`src/rtl/conv_pkg.sv`:
```
// Shared pixel/window definitions for the 3x3 convolution datapath.
package conv_pkg;

    localparam int unsigned DATA_W = 8;
    localparam int unsigned WIN_W  = 3 * DATA_W;

    // Column slot index inside a packed window row word (slot * DATA_W = LSB)
    localparam int unsigned COL_L = 2;
    localparam int unsigned COL_M = 1;
    localparam int unsigned COL_R = 0;

    // Shift a packed 3-pixel row left by one column and insert a new rightmost pixel
    function automatic logic [WIN_W-1:0] pushCol(input logic [WIN_W-1:0] row,
                                                 input logic [DATA_W-1:0] pix);
        logic [WIN_W-1:0] res;
        res = '0;
        res[COL_L*DATA_W +: DATA_W] = row[COL_M*DATA_W +: DATA_W];
        res[COL_M*DATA_W +: DATA_W] = row[COL_R*DATA_W +: DATA_W];
        res[COL_R*DATA_W +: DATA_W] = pix;
        return res;
    endfunction

endpackage

```
`src/rtl/line_delay.sv`:
```
// Enabled fixed-depth delay line; dout is the sample written DEPTH enabled beats ago.
module line_delay #(
    parameter int unsigned DEPTH = 8,
    parameter int unsigned WIDTH = 8
) (
    input  logic             clk,
    input  logic             en,
    input  logic [WIDTH-1:0] din,
    output logic [WIDTH-1:0] dout
);

    logic [DEPTH-1:0][WIDTH-1:0] taps;

    // Shift on each enabled beat; storage is intentionally never cleared
    always_ff @(posedge clk) begin
        if (en) begin
            taps <= {taps[DEPTH-2:0], din};
        end
    end

    assign dout = taps[DEPTH-1];

endmodule

```
`src/rtl/window3x3_linebuf.sv`:
```
// Raster-stream line buffer producing packed 3x3 windows for filter3x3.
module window3x3_linebuf
    import conv_pkg::*;
#(
    parameter int unsigned DATA_W = conv_pkg::DATA_W,
    parameter int unsigned IMG_W  = 8,
    parameter int unsigned IMG_H  = 8
) (
    input  logic                clk,
    input  logic                rst,
    input  logic                in_valid,
    input  logic [DATA_W-1:0]   in_data,
    output logic [3*DATA_W-1:0] line1,
    output logic [3*DATA_W-1:0] line2,
    output logic [3*DATA_W-1:0] line3,
    output logic                win_valid,
    output logic                frame_done
);

    localparam int unsigned COL_W = $clog2(IMG_W);
    localparam int unsigned ROW_W = $clog2(IMG_H);
    localparam int unsigned ROW3W = 3 * DATA_W;

    logic [COL_W-1:0]  colCnt;
    logic [ROW_W-1:0]  rowCnt;
    logic [DATA_W-1:0] lb0Out;
    logic [DATA_W-1:0] lb1Out;
    logic              lbEn;
    logic              lastCol;
    logic              lastRow;
    logic              inWindow;

    assign lbEn     = in_valid & ~rst;
    assign lastCol  = (colCnt == COL_W'(IMG_W - 1));
    assign lastRow  = (rowCnt == ROW_W'(IMG_H - 1));
    assign inWindow = (colCnt >= COL_W'(2)) && (rowCnt >= ROW_W'(2));

    line_delay #(.DEPTH(IMG_W), .WIDTH(DATA_W)) lb0 (
        .clk  (clk),
        .en   (lbEn),
        .din  (in_data),
        .dout (lb0Out)
    );

    line_delay #(.DEPTH(IMG_W), .WIDTH(DATA_W)) lb1 (
        .clk  (clk),
        .en   (lbEn),
        .din  (lb0Out),
        .dout (lb1Out)
    );

    // Counters, window shift and validity flags, all advanced only on accepted beats
    always_ff @(posedge clk) begin
        if (rst) begin
            colCnt     <= '0;
            rowCnt     <= '0;
            line1      <= '0;
            line2      <= '0;
            line3      <= '0;
            win_valid  <= 1'b0;
            frame_done <= 1'b0;
        end else begin
            win_valid  <= 1'b0;
            frame_done <= 1'b0;
            if (in_valid) begin
                line1      <= ROW3W'({line1[2*DATA_W-1:0], lb1Out});
                line2      <= ROW3W'({line2[2*DATA_W-1:0], lb0Out});
                line3      <= ROW3W'({line3[2*DATA_W-1:0], in_data});
                win_valid  <= inWindow;
                frame_done <= lastCol && lastRow;
                if (lastCol) begin
                    colCnt <= '0;
                    rowCnt <= lastRow ? '0 : rowCnt + ROW_W'(1);
                end else begin
                    colCnt <= colCnt + COL_W'(1);
                end
            end
        end
    end

endmodule

```
`config.mk`:
```
export PLATFORM = sky130hd
export DESIGN_NAME = window3x3_linebuf
export DESIGN_NICKNAME = d
export VERILOG_FILES = /design/src/rtl/conv_pkg.sv /design/src/rtl/line_delay.sv /design/src/rtl/window3x3_linebuf.sv
export SDC_FILE = /design/constraint.sdc
export NUM_CORES = 1
export LEC_CHECK = 0
export ABC_AREA = 1
export BUFFER_PORTS_ARGS = -buffer_cell sky130_fd_sc_hd__buf_2
export CAP_MARGIN = 20
export CORE_MARGIN = 3
export CORE_UTILIZATION = 25
export CTS_BUF_LIST = sky130_fd_sc_hd__clkbuf_4 sky130_fd_sc_hd__clkbuf_8
export CTS_CLUSTER_DIAMETER = 100
export DETAILED_ROUTE_END_ITERATION = 16
export GPL_ROUTABILITY_DRIVEN = 0
export MAX_ROUTING_LAYER = met4
export PLACE_DENSITY = 0.45
export SYNTH_ARGS = -nofsm -noshare
export SYNTH_HDL_FRONTEND = slang
export SYNTH_SLANG_ARGS = --single-unit
```
`constraint.sdc`:
```
create_clock -name clk -period 3.6 [get_ports clk]
set_input_delay 0.54 -clock clk [delete_from_list [all_inputs] [get_ports clk]]
set_output_delay 0.54 -clock clk [all_outputs]
set_load 0.02 [all_outputs]
```
==> results.tsv, run 1 <==
metric	value	unit
Worst setup EP type	output port	
Final setup violation count	0	
Pre-antenna DRT Iters	5	
maximum vdd drop	0.235	mV
# resized after CTS	0	
fraction of power consumed by sequential logic	0.529	
Slew headroom	0.457	
Fmax achieved	603	MHz
Comb power frac	0.056	
WL final	12700	um
chip height	171	um
HPWL Detailed	7160	um
average wire per standard cell	13.3	um
switch share	0.224	
max-slew violations	0	
maximum root-to-sink buffer count	3	
largest net degree at the start of global routing	96	
final worst clock skew	0.0162	ns
Critical Path Slowest Stage Cell	dfxtp_1	
Clock H-tree levels	2	
CTS tree	built	
Clock Power Share	0.416	
DR iter-0 viols	300	
final hold viol count	0	
leak pwr	3.22	nW
Pint	0.00396	W
Ports	85	
largest cells by area after synthesis	edfxtp_1 57%, dfxtp_1 24%, nor2_1 8.6%	
count of warnings emitted by yosys	0	
Hold Path Class	input pin to flip-flop	
buffer count from post-CTS setup fixing	0	
Largest delay share family, worst path	flip-flops	
Psw	0.00114	W
share of the synthesized area in the top cell type	0.567	
port bufs	84	
crit path DAT	1.12	ns
Synth Cell Area	6780	um2
n_diodes	0	
vias in the first global route	4006	
post-route clock period utilization	0.461	
final core occ	0.312	
layout cells sized above 1	0.247	
Yosys top cell by area	edfxtp_1	
Syn Inst Count	492	
Vias	3928	
CTS Hold Bufs	0	
Post-DRT Antenna Nets	0	
Yosys reg bits	208	
measured slew at the worst slew-check pin	0.814	ns
Max Cap Violations	0	
Synth Net Count	509	
Final min period	1.66	ns
first-pass GRT wire length	20600	um
RSZ-0062 raised after global routing	no	
site row count	59	
Setup TNS	0	ns
buffer and inverter count on the worst path	1	
critical path, cell by cell	buf_2	
initial antenna violation count	0	
Max FO, Critical Path	3	
library cells used by synthesis	19	
Mean Syn Cell Area	13.8	um2
status	completed	
# DRC	0	
slowest stage delay, CP	0.41	ns
die area	29100	um2
Worst-Skew Late Latency	0.50	ns
gr ovfl total	0	
vias per cell	4.11	
post-synthesis sequential area ratio	0.803	
number of CTS-inserted buffers	35	
type of origin of the critical path	flip-flop	
gr usage total	0.0894	
CTS clk-pin slew, worst paths	0.06	ns
Final nets	610	
chip width	171	um
initial core utilization	0.257	
synth-to-layout area growth	21.2	%
CTS root buffer	clkbuf_8	
Core ar.	26400	um2
pwr dens	621	nW/um2
Clock Sinks	208	
CP Class	flip-flop to output port	
Critical Path RT	3.06	ns
## path summary, 6_finish.rpt
check	slack, ns	startpoint	endpoint	cells after the start
max	1.94	line2[4]	line2[4]	1
min	0.23	in_data[0]	lb0.taps[0]	1
max reg2reg	2.36	colCnt[1]	rowCnt[0]	6
min reg2reg	0.41	lb0.taps[52]	lb0.dout[4]	0
## flip-flops by register name (all words and copies together), names as in the netlist
register and flops:
lb0.taps 56, colCnt 3, frame_done 1, win_valid 1, line1 24, lb0.dout 8
lb1.taps 56, lb1.dout 8, line2 24, line3 24, rowCnt 3
## cells in the mapped netlist (all sizes together)
cell,count
ha,6
dfxtp,80
o21ai,74
buf,18
nand2,12
edfxtp,128
inv,5
nand3,2
nor3,1
nor2,157
a21oi,2
clkbuf,7
## logic make-up (layout without fill, tap and decap cells)
kind of cell               count (synthesis)  after routing  synth area share
buffers and inverters                     30            158            0.0327
adders and majority gates                  6              6            0.0111
AOI/OAI and AO/OA                         76             76            0.0561
DFF                                      208            208             0.803
and+or+nand+nor                          172            172            0.0969
## power groups by stage
stage	combinational (W)	clock (W)	sequential (W)
after floorplan	0.000132	0	0.00280
after global placement	0.000282	0	0.00274
after detailed placement	0.000287	0	0.00275
after CTS	0.000289	0.00221	0.00270
after global routing	0.000317	0.00232	0.00271
final	0.000284	0.00212	0.00270
## area by class of cell
type                       count  area [um2]
clock buffer                  59         706
timing repair buffer          89         483
fill                        2589       18100
multi-input combinational    254        1110
clock inverter                 5        27.5
tap                          335         419
inverter                       5        21.3
sequential                   208        5450
## through the flow
step                      setup slack (ns)  power [W]  hold slack (ns)  cell area, um2  std cells
after detailed placement              1.54    0.00304            0.405            7460        890
after CTS                             1.90    0.00520            0.192            8190        954
final                                 1.94    0.00510            0.231            8210        955
after global placement                1.64    0.00302            0.401            7460        890
after global routing                  1.86    0.00535            0.195            8210        955
after floorplan                      0.474    0.00293            0.400            6780        492
## per-layer routing
metal / part of all wire / wire length [um] / up-vias / global-route usage
met1: 0.47 / 5900 / 1870 / 0.113
li1: - / - / 1902 / -
met3: 0.073 / 931 / 34 / 0.0326
met4: 0.026 / 324 / 0 / 0.0374
met2: 0.44 / 5510 / 122 / 0.130
met5: 0 / 0 / - / -
## layout by cell type, fill, tap and decap left out, drive strengths merged
cell type,n
clkinv,3
buf,89
nand3,2
clkbuf,59
clkinvlp,1
nor3,1
nor2,157
o21ai,74
edfxtp,128
a21oi,2
nand2,12
dfxtp,80
inv,6
ha,6
(Power assumes the default switching activity.)
==> run 2, diff against run 1 <==
==> constraint.sdc (replaced) <==
create_clock -name clk -period 1.66 [get_ports clk]
set_input_delay 0.249 -clock clk [delete_from_list [all_inputs] [get_ports clk]]
set_output_delay 0.249 -clock clk [all_outputs]
set_load 0.02 [all_outputs]
==> run 2 against run 1 <==
Power is 120% higher. Cell count up 1.3%. First-iteration DRC count decreased by 29%. Wire length rose by 2.3%. Sequential cell count unchanged. Global-route usage is 0.29 points higher. Sequential share of layout area shrank 1.5 points. Largest power group unchanged.
==> results.tsv, run 2 (same netlist as run 1, synthesis figures left out) <==
metric	value	unit	change
most frequent cells in the layout	156 x nor2_1, 128 x edfxtp_1, 84 x buf_2		unchanged
switch share	0.219		was 0.224
site row count	59		unchanged
first-pass GRT wire length	21000	um	was 20600 um
HPWL Detailed	7670	um	was 7160 um
vias per cell	4.10		was 4.11
initial antenna violation count	0		unchanged
port bufs	84		unchanged
Max FO, Critical Path	28		was 3
RSZ-0062 raised after global routing	no		unchanged
maximum root-to-sink buffer count	3		unchanged
placed cell area	7580	um2	was 7460 um2
Final setup violation count	0		unchanged
Slew headroom	0.769		was 0.457
# DRC	0		unchanged
Clock Power Share	0.413		was 0.416
Core ar.	26400	um2	unchanged
Clock H-tree levels	2		unchanged
hold_ws	0.328	ns	was 0.231 ns
CTS tree	built		unchanged
chip height	171	um	unchanged
CTS root buffer	clkbuf_8		unchanged
fin cells	967		was 955
Pint	0.00865	W	was 0.00396 W
layout cells sized above 1	0.247		about the same
Final min period	1.36	ns	
multi-input logic area	1110	um2	unchanged
cell count after placement	896		was 890
crit path DAT	1.55	ns	was 1.12 ns
post-route design area	8400	um2	was 8210 um2
max-slew violations	0		unchanged
largest net degree at the start of global routing	82		was 96
chip width	171	um	unchanged
Hold Path Class	input pin to flip-flop		unchanged
CP Class	input pin to flip-flop		was flip-flop to output port
worst r2r src	colCnt[0]		was colCnt[1]
vias in the first global route	4044		was 4006
register area	5450	um2	unchanged
measured slew at the worst slew-check pin	0.346	ns	was 0.814 ns
R2R setup slack	0.49	ns	was 2.36 ns
n_diodes	0		unchanged
number of CTS-inserted buffers	34		was 35
Clock Sinks	208		unchanged
Largest delay share family, worst path	buffers and inverters		was flip-flops
pwr dens	1320	nW/um2	was 621 nW/um2
Min-Delay Endpoint	colCnt[1]		was lb0.taps[0]
Setup TNS	0	ns	unchanged
Max Cap Violations	0		unchanged
Vias	3964		was 3928
Post-DRT Antenna Nets	0		unchanged
fraction of power consumed by sequential logic	0.528		was 0.529
gr usage total	0.0923		was 0.0894
Ports	85		unchanged
Comb power frac	0.060		was 0.056
Overall Power	0.0111	W	was 0.00510 W
final worst clock skew	0.00898	ns	was 0.0162 ns
buffer count from post-CTS setup fixing	0		unchanged
initial core utilization	0.257		unchanged
commonest non-fill, non-tap cell in the layout	nor2_1		unchanged
Worst setup EP type	flip-flop		was output port
Critical Path Slowest Stage Cell	dlygate4sd3_1		was dfxtp_1
die area	29100	um2	unchanged
status	completed		unchanged
Hold Crit Depth	4		was 1
post-route clock period utilization	0.822		
Worst-Skew Late Latency	0.49	ns	was 0.50 ns
synth-to-layout area growth	23.9	%	was 21.2%
final hold viol count	0		unchanged
# fillers	2625		was 2589
critical path, cell by cell	dlygate4sd3_1, buf_2, nor2_4, buf_12, buf_4		was buf_2
Pre-antenna DRT Iters	4		was 5
average wire per standard cell	13.4	um	was 13.3 um
biggest regs	lb0.taps (56), lb1.taps (56)		unchanged
gr ovfl total	0		unchanged
R2R depth	5		was 6
min-delay src	in_valid		was in_data[0]
DR iter-0 viols	213		was 300
type of origin of the critical path	input pin		was flip-flop
leak pwr	3.30	nW	was 3.22 nW
buffer and inverter count on the worst path	4		was 1
Critical Path RT	1.84	ns	was 3.06 ns
Fmax achieved	733	MHz	
Psw	0.00243	W	was 0.00114 W
Final nets	623		was 610
slowest stage delay, CP	0.53	ns	was 0.41 ns
maximum vdd drop	0.477	mV	was 0.235 mV
Reg-to-Reg End	colCnt[0]		was rowCnt[0]
CTS clk-pin slew, worst paths	0.06	ns	about the same
WL final	13000	um	was 12700 um
run 2: changes by cell type in the layout (fill, tap and decap cells not counted):
| cell | change |
|---|---|
| buf_12 | +5 |
| clkbuf_4 | -2 |
| clkbuf_8 | +2 |
| clkinvlp_4 | -1 |
| dlygate4sd3_1 | +9 |
| inv_6 | -1 |
run 2: cell type report:
| cell class | count | share of cell area |
|---|---|---|
| inverter | 5 | 0.00253 |
| clock inverter | 3 | 0.00134 |
| clock buffer | 59 | 0.0855 |
| sequential | 208 | 0.648 |
| tap | 335 | 0.0499 |
| timing repair buffer | 103 | 0.0801 |
| multi-input combinational | 254 | 0.132 |
run 2: worst max path at each step:
stage	from	end	slack (ns)	cells after the start
4_1_cts	line1[7]	line1[7]	0.27	1
2_1_floorplan	in_valid	lb0.dout[0]	-1.16	4
3_3_place_gp	in_valid	lb0.taps[10]	0.34	5
5_1_grt	line1[7]	line1[7]	0.24	1
3_5_place_dp	in_valid	lb0.taps[4]	0.30	5
6_report	rst	lb0.taps[28]	0.30	5
run 2: worst min-delay path: stages:
cell and delay, ns:
buf_2 0.14, buf_12 0.21, nor2_1 0.13, nor2_1 0.05
run 2: timing repair:
item	CTS	global route
hold buffers	9	0
hold endpoints to repair	16	0
endpoints found under the setup margin	0	0
resized for setup	0	0
run 2: per-stage QoR:
step           setup slack (ns)   util
2_1_floorplan             -1.16      -
3_3_place_gp              0.335  0.288
3_5_place_dp              0.300  0.288
4_1_cts                   0.274  0.319
5_1_grt                   0.244  0.319
6_report                  0.296  0.319
run 2: metal layers:
metal,share of wire,track usage,vias to the layer above
li1,-,-,1932
met4,0.018,0.0328,0
met2,0.43,0.134,111
met5,0,-,-
met3,0.083,0.0363,21
met1,0.47,0.117,1900
run 2: power groups by stage:
stage | Clock, W | Sequential [W] | Combinational (W)
after floorplan | 0 | 0.00607 | 0.000287
after global placement | 0 | 0.00595 | 0.000645
after detailed placement | 0 | 0.00596 | 0.000656
after CTS | 0.00479 | 0.00585 | 0.000674
after global routing | 0.00500 | 0.00588 | 0.000739
final | 0.00458 | 0.00585 | 0.000661
==> run 3, diff against run 2 <==
--- a/config.mk
+++ b/config.mk
@@ -15,7 +15,7 @@
 export DETAILED_ROUTE_END_ITERATION = 16
 export GPL_ROUTABILITY_DRIVEN = 0
 export MAX_ROUTING_LAYER = met4
-export PLACE_DENSITY = 0.45
+export PLACE_DENSITY = 0.46
 export SYNTH_ARGS = -nofsm -noshare
 export SYNTH_HDL_FRONTEND = slang
 export SYNTH_SLANG_ARGS = --single-unit
==> constraint.sdc (replaced) <==
create_clock -name clk -period 1.1 [get_ports clk]
set_input_delay 0.165 -clock clk [delete_from_list [all_inputs] [get_ports clk]]
set_output_delay 0.165 -clock clk [all_outputs]
set_load 0.02 [all_outputs]
==> run 3 against run 2 <==
The run now ends with negative setup slack left. First-iteration DRC count is 34% higher. Wire length rose by 6.2%. Clock power grew 55%. Combinational power rose by 120%. Worst hold slack got worse by 0.25 ns. Sequential share of layout area down 6.2 points. Clock skew up 0.0046 ns. Critical endpoint is now line2[5]. Largest cell class unchanged. Highest routed layer unchanged.
==> results.tsv, run 3 (same netlist as run 1, synthesis figures left out) <==
metric	value	unit	change
DR iter-0 viols	285		was 213
WL final	13800	um	was 13000 um
hold_ws	0.0823	ns	was 0.328 ns
Reg-to-Reg End	rowCnt[2]		was colCnt[0]
CTS tree	built		unchanged
Levels on crit path	1		was 5
initial core utilization	0.257		unchanged
gr usage total	0.0972		was 0.0923
pwr dens	1830	nW/um2	was 1320 nW/um2
average wire per standard cell	13.5	um	was 13.4 um
RSZ-0062 raised after global routing	yes		was no
Max Cap Violations	0		unchanged
Worst setup EP type	output port		was flip-flop
CTS clk-pin slew, worst paths	0.06	ns	about the same
initial antenna violation count	0		unchanged
crit path DAT	0.99	ns	was 1.55 ns
post-route clock period utilization	1.05		
HPWL Detailed	7870	um	was 7670 um
measured slew at the worst slew-check pin	0.334	ns	was 0.346 ns
n_diodes	0		unchanged
gr ovfl total	0		unchanged
buffer and inverter count on the worst path	1		was 4
placed cell area	7670	um2	was 7580 um2
Core ar.	26400	um2	unchanged
failing checks	negative setup slack		
Clock Sinks	208		unchanged
slowest stage delay, CP	0.36	ns	was 0.53 ns
final worst setup slack	-0.0576	ns	was 0.296 ns
Final min period	1.16	ns	
CP Class	flip-flop to output port		was input pin to flip-flop
biggest regs	lb0.taps (56), lb1.taps (56)		unchanged
most frequent cells in the layout	155 x nor2_1, 128 x edfxtp_1, 74 x buf_6		was 156 x nor2_1, 128 x edfxtp_1, 84 x buf_2
Critical Path RT	0.94	ns	was 1.84 ns
status	finished, violations left		was completed
post-route design area	9490	um2	was 8400 um2
layout cells sized above 1	0.429		was 0.247
Setup TNS	-2.14	ns	was 0 ns
Fmax achieved	864	MHz	
Largest delay share family, worst path	flip-flops		was buffers and inverters
Final nets	678		was 623
Max FO, Critical Path	2		was 28
largest net degree at the start of global routing	74		was 82
worst r2r src	rowCnt[1]		was colCnt[0]
port bufs	84		unchanged
vias per cell	4.10		about the same
Pre-antenna DRT Iters	4		unchanged
min-delay src	rst		was in_valid
type of origin of the critical path	flip-flop		was input pin
Worst-Skew Late Latency	0.51	ns	was 0.49 ns
Overall Power	0.0174	W	was 0.0111 W
CP startpoint	line2[5]		was rst
max-slew violations	0		unchanged
maximum vdd drop	0.935	mV	was 0.477 mV
R2R setup slack	0.06	ns	was 0.49 ns
Final setup violation count	73		was 0
site row count	59		unchanged
critical path, cell by cell	buf_6		was dlygate4sd3_1, buf_2, nor2_4, buf_12, buf_4
Slew headroom	0.778		was 0.769
Ports	85		unchanged
vias in the first global route	4286		was 4044
chip height	171	um	unchanged
final worst clock skew	0.0136	ns	was 0.00898 ns
first-pass GRT wire length	22100	um	was 21000 um
Vias	4192		was 3964
leak pwr	3.68	nW	was 3.30 nW
Post-DRT Antenna Nets	0		unchanged
Hold Path Class	input pin to flip-flop		unchanged
commonest non-fill, non-tap cell in the layout	nor2_1		unchanged
CTS root buffer	clkbuf_8		unchanged
# fillers	2515		was 2625
final core occ	0.360		was 0.319
# DRC	0		unchanged
maximum root-to-sink buffer count	3		unchanged
number of CTS-inserted buffers	34		unchanged
chip width	171	um	unchanged
Clock H-tree levels	2		unchanged
synth-to-layout area growth	40.0	%	was 23.9%
die area	29100	um2	unchanged
R2R depth	4		was 5
Critical Path Slowest Stage Cell	dfxtp_4		was dlygate4sd3_1
Worst Setup EP	line2[5]		was lb0.taps[28]
final hold viol count	0		unchanged
run 3: cell types whose count changed in the layout (fill, tap and decap cells not counted), moves of 6 or more:
cell / change
buf_2: -74
buf_6: +74
dfxtp_4: +7
dfxtp_1: -78
dfxtp_2: +71
clkbuf_4: -6
buf_4: +53
run 3: how the worst min path moves through the flow:
stage / end / slack, ns / cells past startpoint
4_1_cts: rowCnt[0] / 0.06 / 4
3_5_place_dp: lb0.taps[4] / 0.36 / 1
2_1_floorplan: rowCnt[2] / 0.23 / 1
3_3_place_gp: lb0.taps[4] / 0.36 / 1
5_1_grt: rowCnt[0] / 0.11 / 4
6_report: rowCnt[0] / 0.08 / 4
run 3: cell type report:
type                    instances  area (um2)  share of cell area
flip-flops and latches        208        5560               0.586
repair buffers                158        1570               0.166
multi-input cells             254        1190               0.126
clock buffers                  48         604              0.0637
well taps                     335         419              0.0442
clock inverters                14         120              0.0127
inverters                       5        21.3             0.00224
run 3: power breakdown:
part / total [W] / leakage (nW) / internal [W] / switching (W)
logic: 0.00143 / 1.41 / 0.000681 / 0.000748
registers: 0.00888 / 1.89 / 0.00868 / 0.000201
clock network: 0.00708 / 0.374 / 0.00404 / 0.00304
run 3: repair_timing:
action | 4_1_cts | 5_1_grt
hold endpoints to repair | 17 | 0
buffers inserted | 41 | 5
pin swaps | 1 | 4
gates resized for setup | 231 | 15
hold buffers | 9 | 0
endpoints found under the setup margin | 78 | 79
run 3: per-layer routing:
metal  routed length (um)  track usage  vias up
li1                     -            -     2035
met3                  906       0.0323       30
met5                    0            -        -
met4                  315       0.0384        0
met2                 6040        0.139      124
met1                 6500        0.127     2003
run 3: metrics by stage:
step                worst slack, ns  instances
floorplan                     -1.64        492
global placement            -0.0158        905
detailed placement          -0.0222        905
CTS                         -0.0971       1017
global route                 -0.105       1022
finish                      -0.0576       1022
